[src/rtl/music_pkg.sv]
// Shared types and constants for the note sequencer control stage.
// Slot geometry, tick widths and the default tempo at a 50 MHz clock.
package music_pkg;

  localparam int NUM_SLOTS        = 16;
  localparam int SLOT_W           = $clog2(NUM_SLOTS);
  localparam int USED_W           = SLOT_W + 1;
  localparam int TICK_W           = 24;
  localparam int DEF_FETCH_CYCLES = 3;
  localparam int DEF_NOTE_TICKS   = 12_500_000;
  localparam int DEF_GAP_TICKS    = 2_500_000;

  typedef enum logic [2:0] {
    IDLE,
    REC_STROBE,
    REC_GAP,
    PLAY_FETCH,
    PLAY_NOTE,
    PLAY_GAP
  } seq_state_e;

  // A state lasting dur cycles loads dur-1 and leaves when the counter reaches 0.
  function automatic logic [TICK_W-1:0] tick_load(input int dur);
    return TICK_W'(dur - 1);
  endfunction

endpackage

[src/rtl/key_edge.sv]
// One-cycle rise detect on a debounced key level.
// The rise is combinational from the live key so the FSM samples it on the same edge.
module key_edge (
  input  logic clk,
  input  logic reset,
  input  logic key_i,
  output logic rise_o
);

  logic key_q;

  always_ff @(posedge clk) begin
    if (!reset) key_q <= 1'b0;
    else        key_q <= key_i;
  end

  assign rise_o = key_i & ~key_q;

endmodule

[src/rtl/note_sequencer.sv]
// Record/playback control: note write strobes while recording, and slot
// stepping with highlight/redraw requests at a fixed tempo while playing.
module note_sequencer
  import music_pkg::*;
#(
  parameter int FETCH_CYCLES = DEF_FETCH_CYCLES,
  parameter int NOTE_TICKS   = DEF_NOTE_TICKS,
  parameter int GAP_TICKS    = DEF_GAP_TICKS
) (
  input  logic              clk,
  input  logic              reset,
  input  logic              note_key,
  input  logic              play_key,
  input  logic              stop_key,
  input  logic              loop_en,
  output logic              ld_note,
  output logic              ld_play,
  output logic [SLOT_W-1:0] note_counter,
  output logic              next_note_en,
  output logic              display_note,
  output logic [USED_W-1:0] slots_used,
  output logic              full,
  output logic              record_locked
);

  localparam logic [TICK_W-1:0] FETCH_LOAD = tick_load(FETCH_CYCLES);
  localparam logic [TICK_W-1:0] NOTE_LOAD  = tick_load(NOTE_TICKS);
  localparam logic [TICK_W-1:0] GAP_LOAD   = tick_load(GAP_TICKS);
  localparam logic [USED_W-1:0] USED_MAX   = USED_W'(NUM_SLOTS);

  logic note_rise, play_rise, stop_rise;

  key_edge u_note (.clk(clk), .reset(reset), .key_i(note_key), .rise_o(note_rise));
  key_edge u_play (.clk(clk), .reset(reset), .key_i(play_key), .rise_o(play_rise));
  key_edge u_stop (.clk(clk), .reset(reset), .key_i(stop_key), .rise_o(stop_rise));

  seq_state_e        state_q, state_d;
  logic [TICK_W-1:0] tick_q, tick_d;
  logic [SLOT_W-1:0] cnt_q, cnt_d;
  logic [USED_W-1:0] used_q, used_d;
  logic              lock_q, lock_d;
  logic              first_q, first_d;
  logic              last_slot;

  always_ff @(posedge clk) begin
    if (!reset) begin
      state_q <= IDLE;
      tick_q  <= '0;
      cnt_q   <= '0;
      used_q  <= '0;
      lock_q  <= 1'b0;
      first_q <= 1'b0;
    end else begin
      state_q <= state_d;
      tick_q  <= tick_d;
      cnt_q   <= cnt_d;
      used_q  <= used_d;
      lock_q  <= lock_d;
      first_q <= first_d;
    end
  end

  assign last_slot = !(({1'b0, cnt_q} + USED_W'(1)) < used_q);

  always_comb begin
    state_d = state_q;
    tick_d  = tick_q;
    cnt_d   = cnt_q;
    used_d  = used_q;
    lock_d  = lock_q;
    first_d = 1'b0;
    unique case (state_q)
      IDLE: begin
        // stop outranks play, play outranks note, even when the winner is a no-op
        if (stop_rise) begin
          state_d = IDLE;
        end else if (play_rise) begin
          if (used_q != '0) begin
            state_d = PLAY_FETCH;
            tick_d  = FETCH_LOAD;
            cnt_d   = '0;
            lock_d  = 1'b1;
          end
        end else if (note_rise && (used_q != USED_MAX) && !lock_q) begin
          state_d = REC_STROBE;
        end
      end
      REC_STROBE: state_d = REC_GAP;
      REC_GAP: begin
        state_d = IDLE;
        if (used_q != USED_MAX) used_d = used_q + USED_W'(1);
      end
      PLAY_FETCH: begin
        if (stop_rise) begin
          state_d = IDLE;
        end else if (tick_q == '0) begin
          state_d = PLAY_NOTE;
          tick_d  = NOTE_LOAD;
          first_d = 1'b1;
        end else begin
          tick_d = tick_q - TICK_W'(1);
        end
      end
      PLAY_NOTE: begin
        if (stop_rise) begin
          state_d = IDLE;
        end else if (tick_q == '0) begin
          state_d = PLAY_GAP;
          tick_d  = GAP_LOAD;
          first_d = 1'b1;
        end else begin
          tick_d = tick_q - TICK_W'(1);
        end
      end
      PLAY_GAP: begin
        if (stop_rise) begin
          state_d = IDLE;
        end else if (tick_q == '0) begin
          if (!last_slot) begin
            state_d = PLAY_FETCH;
            tick_d  = FETCH_LOAD;
            cnt_d   = cnt_q + SLOT_W'(1);
          end else if (loop_en) begin
            state_d = PLAY_FETCH;
            tick_d  = FETCH_LOAD;
            cnt_d   = '0;
          end else begin
            state_d = IDLE;
          end
        end else begin
          tick_d = tick_q - TICK_W'(1);
        end
      end
      default: state_d = IDLE;
    endcase
  end

  assign ld_note       = (state_q == REC_STROBE);
  assign ld_play       = (state_q == PLAY_FETCH) || (state_q == PLAY_NOTE) || (state_q == PLAY_GAP);
  assign next_note_en  = (state_q == PLAY_NOTE);
  // first_q is only ever set on entry to NOTE or GAP; a stop drops it with the state
  assign display_note  = first_q && ((state_q == PLAY_NOTE) || (state_q == PLAY_GAP));
  assign note_counter  = cnt_q;
  assign slots_used    = used_q;
  assign full          = (used_q == USED_MAX);
  assign record_locked = lock_q;

endmodule

[config.mk]
export PLATFORM = sky130hd
export DESIGN_NAME = note_sequencer
export DESIGN_NICKNAME = d
export VERILOG_FILES = /design/src/rtl/music_pkg.sv /design/src/rtl/key_edge.sv /design/src/rtl/note_sequencer.sv
export SDC_FILE = /design/constraint.sdc
export NUM_CORES = 1
export LEC_CHECK = 0
export CAP_MARGIN = 20
export CORE_ASPECT_RATIO = 0.8
export CORE_MARGIN = 4
export CORE_UTILIZATION = 63
export CTS_CLUSTER_DIAMETER = 120
export DETAILED_ROUTE_END_ITERATION = 7
export GPL_TIMING_DRIVEN = 0
export PLACE_DENSITY = 0.86
export SLEW_MARGIN = 20
export SYNTH_ARGS = -nofsm -noshare
export SYNTH_HDL_FRONTEND = slang
export SYNTH_HIERARCHICAL = 1
export SYNTH_SLANG_ARGS = --single-unit
export TNS_END_PERCENT = 10
[constraint.sdc]
create_clock -name clk -period 3.68 [get_ports clk]
set_input_delay 1.104 -clock clk [delete_from_list [all_inputs] [get_ports clk]]
set_output_delay 1.104 -clock clk [all_outputs]
set_load 0.01 [all_outputs]
==> results of run 1 <==
[cells in the final DEF, fill, tap and decap left out, drive strengths merged, types with 4 or more instances in the layout]
cell type / synthesis / layout
a21boi: 4 / 4
a21o: 4 / 4
a21oi: 19 / 19
and2: 9 / 9
and3: 4 / 4
buf: 6 / 6
clkbuf: 9 / 16
clkdlybuf4s50: 0 / 20
dfxtp: 41 / 41
ha: 9 / 9
inv: 13 / 13
nand2: 36 / 36
nand3: 11 / 11
nor2: 20 / 20
nor2b: 5 / 5
nor3: 9 / 9
nor3b: 4 / 4
nor4: 8 / 8
o211ai: 5 / 5
o21a: 4 / 4
o21ai: 14 / 14
o21bai: 4 / 4
o31a: 5 / 5
or3: 5 / 5
or4: 5 / 5
xnor2: 5 / 5
[cell families (layout without fill, tap and decap cells)]
family | after synthesis | in the layout
AO/OA/AOI/OAI | 93 | 93
XOR/XNOR | 8 | 8
adder cells (fa/ha/maj) | 9 | 9
buffers and inverters | 28 | 56
flip-flops | 41 | 41
multiplexers | 2 | 2
AND/OR/NAND/NOR | 129 | 129
[layer usage]
layer | vias to the layer above | routed length [µm] | global-route usage
met3 | 18 | 716 | 0.07534
li1 | 1204 | - | -
met5 | - | 0 | 0
met4 | 0 | 127 | 0.1309
met2 | 149 | 2991 | 0.4271
met1 | 1177 | 2941 | 0.3929
[worst max path at each step]
stage	from	end	slack (ns)
finish	reset	tick_q[21]	0.54
global route	slots_used[0]	full	0.40
CTS	slots_used[0]	full	0.52
detailed placement	reset	tick_q[21]	0.37
global placement	reset	tick_q[21]	0.39
floorplan	note_counter[0]	tick_q[2]	1.09
[per-stage QoR]
step	hold WS, ns	worst slack (ns)	util
floorplan	0.4580	1.089	-
global placement	0.4713	0.3908	0.7339
detailed placement	0.4797	0.3707	0.7339
CTS	0.4968	0.5188	0.7639
global route	0.5223	0.4024	0.7639
finish	0.4920	0.5384	0.7639
[report_power, final]
| group | internal, W | total (W) | switching, W |
|---|---|---|---|
| Combinational | 0.0000709 | 0.000182 | 0.000111 |
| Sequential | 0.000453 | 0.000462 | 0.00000897 |
| Clock | 0.000221 | 0.000381 | 0.000159 |
[flip-flops by register name (all words and copies together), names as in the netlist]
signal and cells:
tick_q 24, state_q 3, u_play/key_q 1, record_locked 1, u_note/key_q 1, u_stop/key_q 1
first_q 1, slots_used 5, note_counter 4
[area by class of cell]
| cell class | instances | area (µm²) |
|---|---|---|
| Multi-Input combinational cell | 241 | 1632 |
| Fill cell | 290 | 915.9 |
| Sequential cell | 41 | 820.8 |
| Timing Repair Buffer | 20 | 200.2 |
| Clock buffer | 7 | 86.33 |
| Buffer | 15 | 76.32 |
| Tap cell | 55 | 68.82 |
| Inverter | 13 | 48.80 |
| Clock inverter | 1 | 30.03 |
[cells in the mapped netlist, drive strengths merged, types with 3 or more instances]
cell    number
a21o         4
a31oi        3
nor4         8
a22o         3
o31ai        3
inv         13
xor2         3
or4          5
a21boi       4
and2         9
o21bai       4
o21a         4
nand2b       3
o31a         5
o21ai       14
or3          5
o211ai       5
nand3b       3
nor2        20
nand3       11
dfxtp       41
a221o        3
nor3         9
nand4        3
buf          6
and3         4
nand2       36
nor2b        5
o32ai        3
nor3b        4
a211oi       3
clkbuf       9
xnor2        5
a21oi       19
ha           9
[worst reg2reg max path, delay by kind of cell (launching register included)]
kind            cells  cell delay [ns]
compound gates      5             1.18
fa+ha+maj           2             0.51
flops               1             0.42
buf+inv             2             0.30
simple gates        1             0.17
xor+xnor            1             0.16
==> results.toml, run 1 <==
[status]
outcome = "finished, final reports clean"

[critical_path]
path_buf_inv = 2
cp.depth = 6
r2r_end = "tick_q[21]"
cp.required_ns = 3.93
crit_fanout = 9
path_cells = "clkdlybuf4s50_1 > clkbuf_1 > nand2_1 > a21oi_1 > o311a_1 > a221o_1"
endpoint_kind = "flip-flop"
worstSetupStartpointType = "primary input"
r2r-start = "note_counter[0]"
critPathTopFamily = "compound AO/OA/AOI/OAI gates"
critPathMaxStageDelay_ns = 0.71
r2r_cells = 11
slowest_stage = "a21oi_1"
path_class = "primary input to flip-flop"
crit_arrival_ns = 3.39
r2r_slack_ns = 0.84

[power_and_ir_drop]
power_density_mw_per_mm2 = 345.7
leakagePower_nw = 1.253
vdd.ir_drop.worst_uv = 219.8
p_total_w = 0.001024

[finish]
nNetsFinal = 352
layout.cells.non_filler = 393
syn_to_final_growth_pct = 14.95
final_cell_area_mm2 = 0.002963
antenna_cells = 0
drive_gt1_frac = 0.08580

[clock_tree]
clock-sinks = 41
insertion_delay_ns = 0.30
cts_root_buffer = "clkbuf_8"
clockBufferDepth = 2
cts_tree = "yes"
cts_resized = 0
postCtsHoldBufs = 0
cts.clk_slew.worst_paths_ns = 0.08
cts_inserted_buffers = 5
post_cts.repair.setup_buffers = 0
h-tree-depth = 2

[floorplanning]
die_x_um = 79.51
start_util = 0.6645
die_h_um = 65.21
io_pins = 21
core-area_mm2 = 0.003879
rows = 20
die-area_mm2 = 0.005185

[sta]
hold_viol = 0
post-route-min-period_ns = 3.142
finalSetupViolCount = 0
clock_skew_ns = 0.008188
fin_crit_sh = 0.8537
rsz0062_at_grt = "no"
fmax_mhz = 318.3
worstMarginPinSlew_ns = 0.8140
relSlewSlack = 0.4573
report.final.slew_viol_count = 0
tns_ns = 0

[yosys]
synth-seq-area-share = 0.3184
synth_compound_area_frac = 0.2583
synth_xor_area_frac = 0.02718
synth_warnings = 6
synth_fa_ha_area_frac = 0.04369
synth.area.top_cells = "dfxtp_1 (32%), nand2_1 (5.2%), ha_1 (4.4%)"
avgSynthCellArea_um2 = 8.314
synth_edf_count = 0
ys_ff_latch = 41
synth_cell_types = 67
synth_simple_gate_area_frac = 0.2961
synth_top_area_frac = 0.3184
synth_mux_area_frac = 0.007767
synth_top_family_by_area = "simple AND/OR/NAND/NOR gates"
yosys.area.top_type = "dfxtp_1"
synthesis.area_mm2 = 0.002577
ys_dominant_reg_cell = "dfxtp_1"
synth_async_sr_flop_share = 0
synth_nets = 325
syn_inst = 310

[drt]
vias_per_cell = 6.483
drtAntennaViolNets = 0
drc = 0
drtIter0Drc = 340
vias = 2548
drt-total-wl_um = 6776
dr.pass1.iters = 7
wl_per_cell_um = 17.24

[place]
dp_cells = 385
gp_congestion = 0.9211
dp_hpwl_um = 4689
io_buffers = 20
placed_area_mm2 = 0.002846

[min_path]
min_to = "record_locked"
hold_start = "record_locked"
worstHoldPathType = "flip-flop to flip-flop"
hold_depth = 1

[grt]
first_global_vias = 2392
antenna_found_initial = 0
grt_max_degree = 13
grt_usage = 0.2887
grt_pass1_wl_um = 11760
overflow = 0

[flow_run]
max-cap-violations = 0
(Power assumes the default switching activity.)
==> inputs of run 2 (changes only) <==
- RECOVER_POWER: not set -> 50
==> run 2 against run 1 <==
Net effect: via count is 0.86% lower; critical path depth grew 3; register-to-register slack got worse by 0.09 ns; sequential share of layout area up 0.21 points; core utilization shrank 0.58 points; worst hold slack lost 0.0066 ns; die area unchanged; critical endpoint unchanged; largest power group unchanged.
==> results.toml, run 2 (same netlist as run 1, synthesis figures left out) <==
[flow_run]
max-cap-violations = 0

[sta]
fin_crit_sh = 0.8994
tns_ns = 0
hold_viol = 0
report.final.slew_viol_count = 0
worstMarginPinSlew_ns = 0.7943
post-route-min-period_ns = 3.310
rsz0062_at_grt = "no"
fmax_mhz = 302.1
finalSetupViolCount = 0
relSlewSlack = 0.4705
worst_hold_slack_ns = 0.4854
clock_skew_ns = 0.007904

[clock_tree]
postCtsHoldBufs = 0
cts_resized = 0
post_cts.repair.setup_buffers = 0
cts_tree = "yes"
cts_inserted_buffers = 5
clockBufferDepth = 2
clock-sinks = 41
h-tree-depth = 2
cts_root_buffer = "clkbuf_8"
insertion_delay_ns = 0.30
cts.clk_slew.worst_paths_ns = 0.08

[floorplanning]
die_x_um = 79.51
die_h_um = 65.21
io_pins = 21
core-area_mm2 = 0.003879
start_util = 0.6645
rows = 20
die-area_mm2 = 0.005185

[critical_path]
cp.required_ns = 3.93
crit_arrival_ns = 3.56
worstSetupStartpointType = "primary input"
endpoint_kind = "flip-flop"
crit_fanout = 9
path_class = "primary input to flip-flop"

[finish]
top_register = "tick_q"
syn_to_final_growth_pct = 14.08
final_common_cell = "dfxtp_1"
antenna_cells = 0
most-common-layout-cells = "dfxtp_1 (41), nand2_1 (36), nor2_1 (20)"
fillers = 296
final_core_util = 0.7581
largest_register_ffs = 24
layout.cells.non_filler = 393
nNetsFinal = 352
drive_gt1_frac = 0.06805

[drt]
drtIter0Drc = 323
dr.pass1.iters = 5
drt-total-wl_um = 6814
vias = 2526
drtAntennaViolNets = 0
drc = 0
wl_per_cell_um = 17.34
vias_per_cell = 6.427

[power_and_ir_drop]
leakagePower_nw = 1.269
vdd.ir_drop.worst_uv = 221.3
power_density_mw_per_mm2 = 347.4

[grt]
antenna_found_initial = 0
first_global_vias = 2392
grt_usage = 0.2887
grt_pass1_wl_um = 11760
overflow = 0
grt_max_degree = 13

[place]
dp_hpwl_um = 4689
gp_congestion = 0.9211
dp_cells = 385
io_buffers = 20

[status]
outcome = "finished, final reports clean"

[min_path]
worstHoldPathType = "flip-flop to flip-flop"
run 2: cell types whose count changed in the layout (fill, tap and decap cells not counted), sizes merged:
| cell | before | now |
|---|---|---|
| buf | 6 | 3 |
| clkbuf | 16 | 19 |
| clkdlybuf4s50 | 20 | 9 |
| dlygate4sd3 | 0 | 11 |
run 2: power breakdown:
part	internal (W)	switching, W	total, W
registers	0.000453	0.00000856	0.000461
clock network	0.000221	0.000161	0.000382
logic	0.0000672	0.000111	0.000178
run 2: path summary, 6_finish.rpt:
check,startpoint,end,slack (ns),cells past startpoint
worst max-delay path,stop_key,tick_q[21],0.37,9
worst min-delay path,record_locked,record_locked,0.49,1
worst max register to register,note_counter[0],tick_q[21],0.75,11
worst min register to register,record_locked,record_locked,0.49,1
run 2: area by class of cell:
cell class / instances / area (µm²) / area share
sequential: 41 / 820.8 / 0.2791
clock buffer: 7 / 86.33 / 0.02936
multi-input combinational: 241 / 1615 / 0.5494
buffer: 15 / 70.07 / 0.02383
timing repair buffer: 20 / 200.2 / 0.06809
inverter: 13 / 48.80 / 0.01660
clock inverter: 1 / 30.03 / 0.01021
tap: 55 / 68.82 / 0.02340
run 2: per-stage QoR:
stage / setup slack, ns / area (µm²) / total power, W
after floorplan: 1.089 / 2577 / 0.0005955
after global placement: 0.3908 / 2846 / 0.0006423
after detailed placement: 0.3707 / 2846 / 0.0006443
after CTS: 0.5188 / 2963 / 0.001021
after global routing: 0.2125 / 2940 / 0.001060
final: 0.3701 / 2940 / 0.001022
run 2: routing by layer:
metal	vias to the layer above	wire (µm)	track usage
li1	1206	-	-
met1	1167	3039	0.3929
met2	137	2996	0.4271
met3	16	662	0.07534
met4	0	116	0.1309
met5	-	0	0
run 2: critical path: stages:
cell and delay (ns):
clkdlybuf4s50_1 0.48, nor2b_1 0.52, a21oi_2 0.15, a41oi_1 0.34, a31o_1 0.15, clkbuf_1 0.32
and2_1 0.20, buf_6 0.14, a221o_1 0.16
==> inputs of run 3 (changes only) <==
- MAX_ROUTING_LAYER: not set -> met4
- PLACE_DENSITY: 0.86 -> 0.85
==> run 3 against run 2 <==
Net effect: power down 0.26%; clock skew is essentially flat; first-iteration DRC count down 1.5%; largest power group unchanged; sequential cell count stayed put.
==> results.toml, run 3 (same netlist as run 1, synthesis figures left out) <==
[status]
outcome = "finished, final reports clean"

[clock_tree]
cts_inserted_buffers = 5
postCtsHoldBufs = 0
cts_resized = 0
cts.clk_slew.worst_paths_ns = 0.07
clock-sinks = 41
insertion_delay_ns = 0.30
post_cts.repair.setup_buffers = 0
clockBufferDepth = 2
cts_tree = "yes"
cts_root_buffer = "clkbuf_8"
h-tree-depth = 2

[grt]
grt_max_degree = 13
grtUsageMet1 = 0.3961
first_global_vias = 2332
met2_usage = 0.4198
gr-max-usage-layer = "met2"
grt_pass1_wl_um = 11390
grt_use_met3 = 0.05616
antenna_found_initial = 0
grt_usage = 0.2891
overflow = 0

[critical_path]
r2r_cells = 7
path_class = "flip-flop to flip-flop"
cp.required_ns = 3.91
worstSetupStartpointType = "flip-flop"
crit_arrival_ns = 3.53
crit_fanout = 10
slowest_stage = "nor4_1"
critPathMaxStageDelay_ns = 0.78
endpoint_kind = "flip-flop"
path_cells = "nor4_1 > nand4_1 > or3_1 > buf_2 > nor2_1 > o21ai_0 > a21boi_1"

[finish]
final_cell_area_mm2 = 0.002930
fillers = 315
drive_gt1_frac = 0.07692
syn_to_final_growth_pct = 13.69
most-common-layout-cells = "dfxtp_1 (41), nand2_1 (36), nor2_1 (20)"
antenna_cells = 0
seqCellArea_um2 = 820.8
top_register = "tick_q"
nNetsFinal = 352
largest_register_ffs = 24
final_common_cell = "dfxtp_1"
multi_input_area_mm2 = 0.001599

[min_path]
worstHoldPathType = "flip-flop to flip-flop"
hold_depth = 1

[floorplanning]
io_pins = 21
rows = 20
die_x_um = 79.51
start_util = 0.6645
core-area_mm2 = 0.003879
die-area_mm2 = 0.005185
die_h_um = 65.21

[drt]
drtAntennaViolNets = 0
vias = 2523
vias_per_cell = 6.420
dr.pass1.iters = 7
drt-total-wl_um = 6751
wl_per_cell_um = 17.18
drc = 0
drtIter0Drc = 318

[place]
placed_area_mm2 = 0.002846
io_buffers = 20
dp_hpwl_um = 4862
gp_congestion = 0.9254

[sta]
worstMarginPinSlew_ns = 0.8790
post-route-min-period_ns = 3.299
fin_crit_sh = 0.8965
tns_ns = 0
report.final.slew_viol_count = 0
relSlewSlack = 0.4086
hold_viol = 0
finalSetupViolCount = 0
rsz0062_at_grt = "no"
fmax_mhz = 303.1
clock_skew_ns = 0.008250

[flow_run]
max-cap-violations = 0

[power_and_ir_drop]
power_density_mw_per_mm2 = 347.7
vdd.ir_drop.worst_uv = 234.8
leakagePower_nw = 1.280
run 3: final cells by class:
class                      instances  share of cell area
timing repair buffer              20             0.06832
clock inverter                     1             0.01025
buffer                            15             0.02605
tap                               55             0.02348
multi-input combinational        241              0.5457
inverter                          13             0.01665
clock buffer                       7             0.02946
sequential                        41              0.2801
run 3: final timing paths:
check	from	endpoint	slack (ns)
worst max-delay path	tick_q[6]	tick_q[23]	0.38
worst min-delay path	record_locked	record_locked	0.49
worst max register to register	tick_q[6]	tick_q[23]	0.38
worst min register to register	record_locked	record_locked	0.49
run 3: report_power, final:
part	switching, W	total [W]	internal, W
Sequential	0.00000799	0.000461	0.000453
Combinational	0.000111	0.000180	0.0000692
Clock	0.000157	0.000378	0.000221
run 3: per-layer routing:
| layer | share of wire | up-vias |
|---|---|---|
| met1 | 0.45 | 1187 |
| li1 | - | 1206 |
| met2 | 0.44 | 117 |
| met4 | 0.020 | 0 |
| met5 | 0 | - |
| met3 | 0.081 | 13 |
run 3: per-stage QoR:
step / instances / utilization / setup slack, ns / hold WS [ns] / total power [W]
global placement: 385 / 0.7339 / 0.3617 / 0.4711 / 0.0006430
CTS: 393 / 0.7639 / 0.5314 / 0.4925 / 0.001022
floorplan: 310 / - / 1.089 / 0.4580 / 0.0005955
global route: 393 / 0.7555 / 0.2730 / 0.5157 / 0.001059
finish: 393 / 0.7555 / 0.3810 / 0.4877 / 0.001019
detailed placement: 385 / 0.7339 / 0.4087 / 0.4797 / 0.0006473
run 3: critical path: cells and delay by family (launching register included):
family	cells	cell delay, ns
compound gates	2	0.39
buf+inv	1	0.21
flops	1	0.36
simple gates	4	2.26
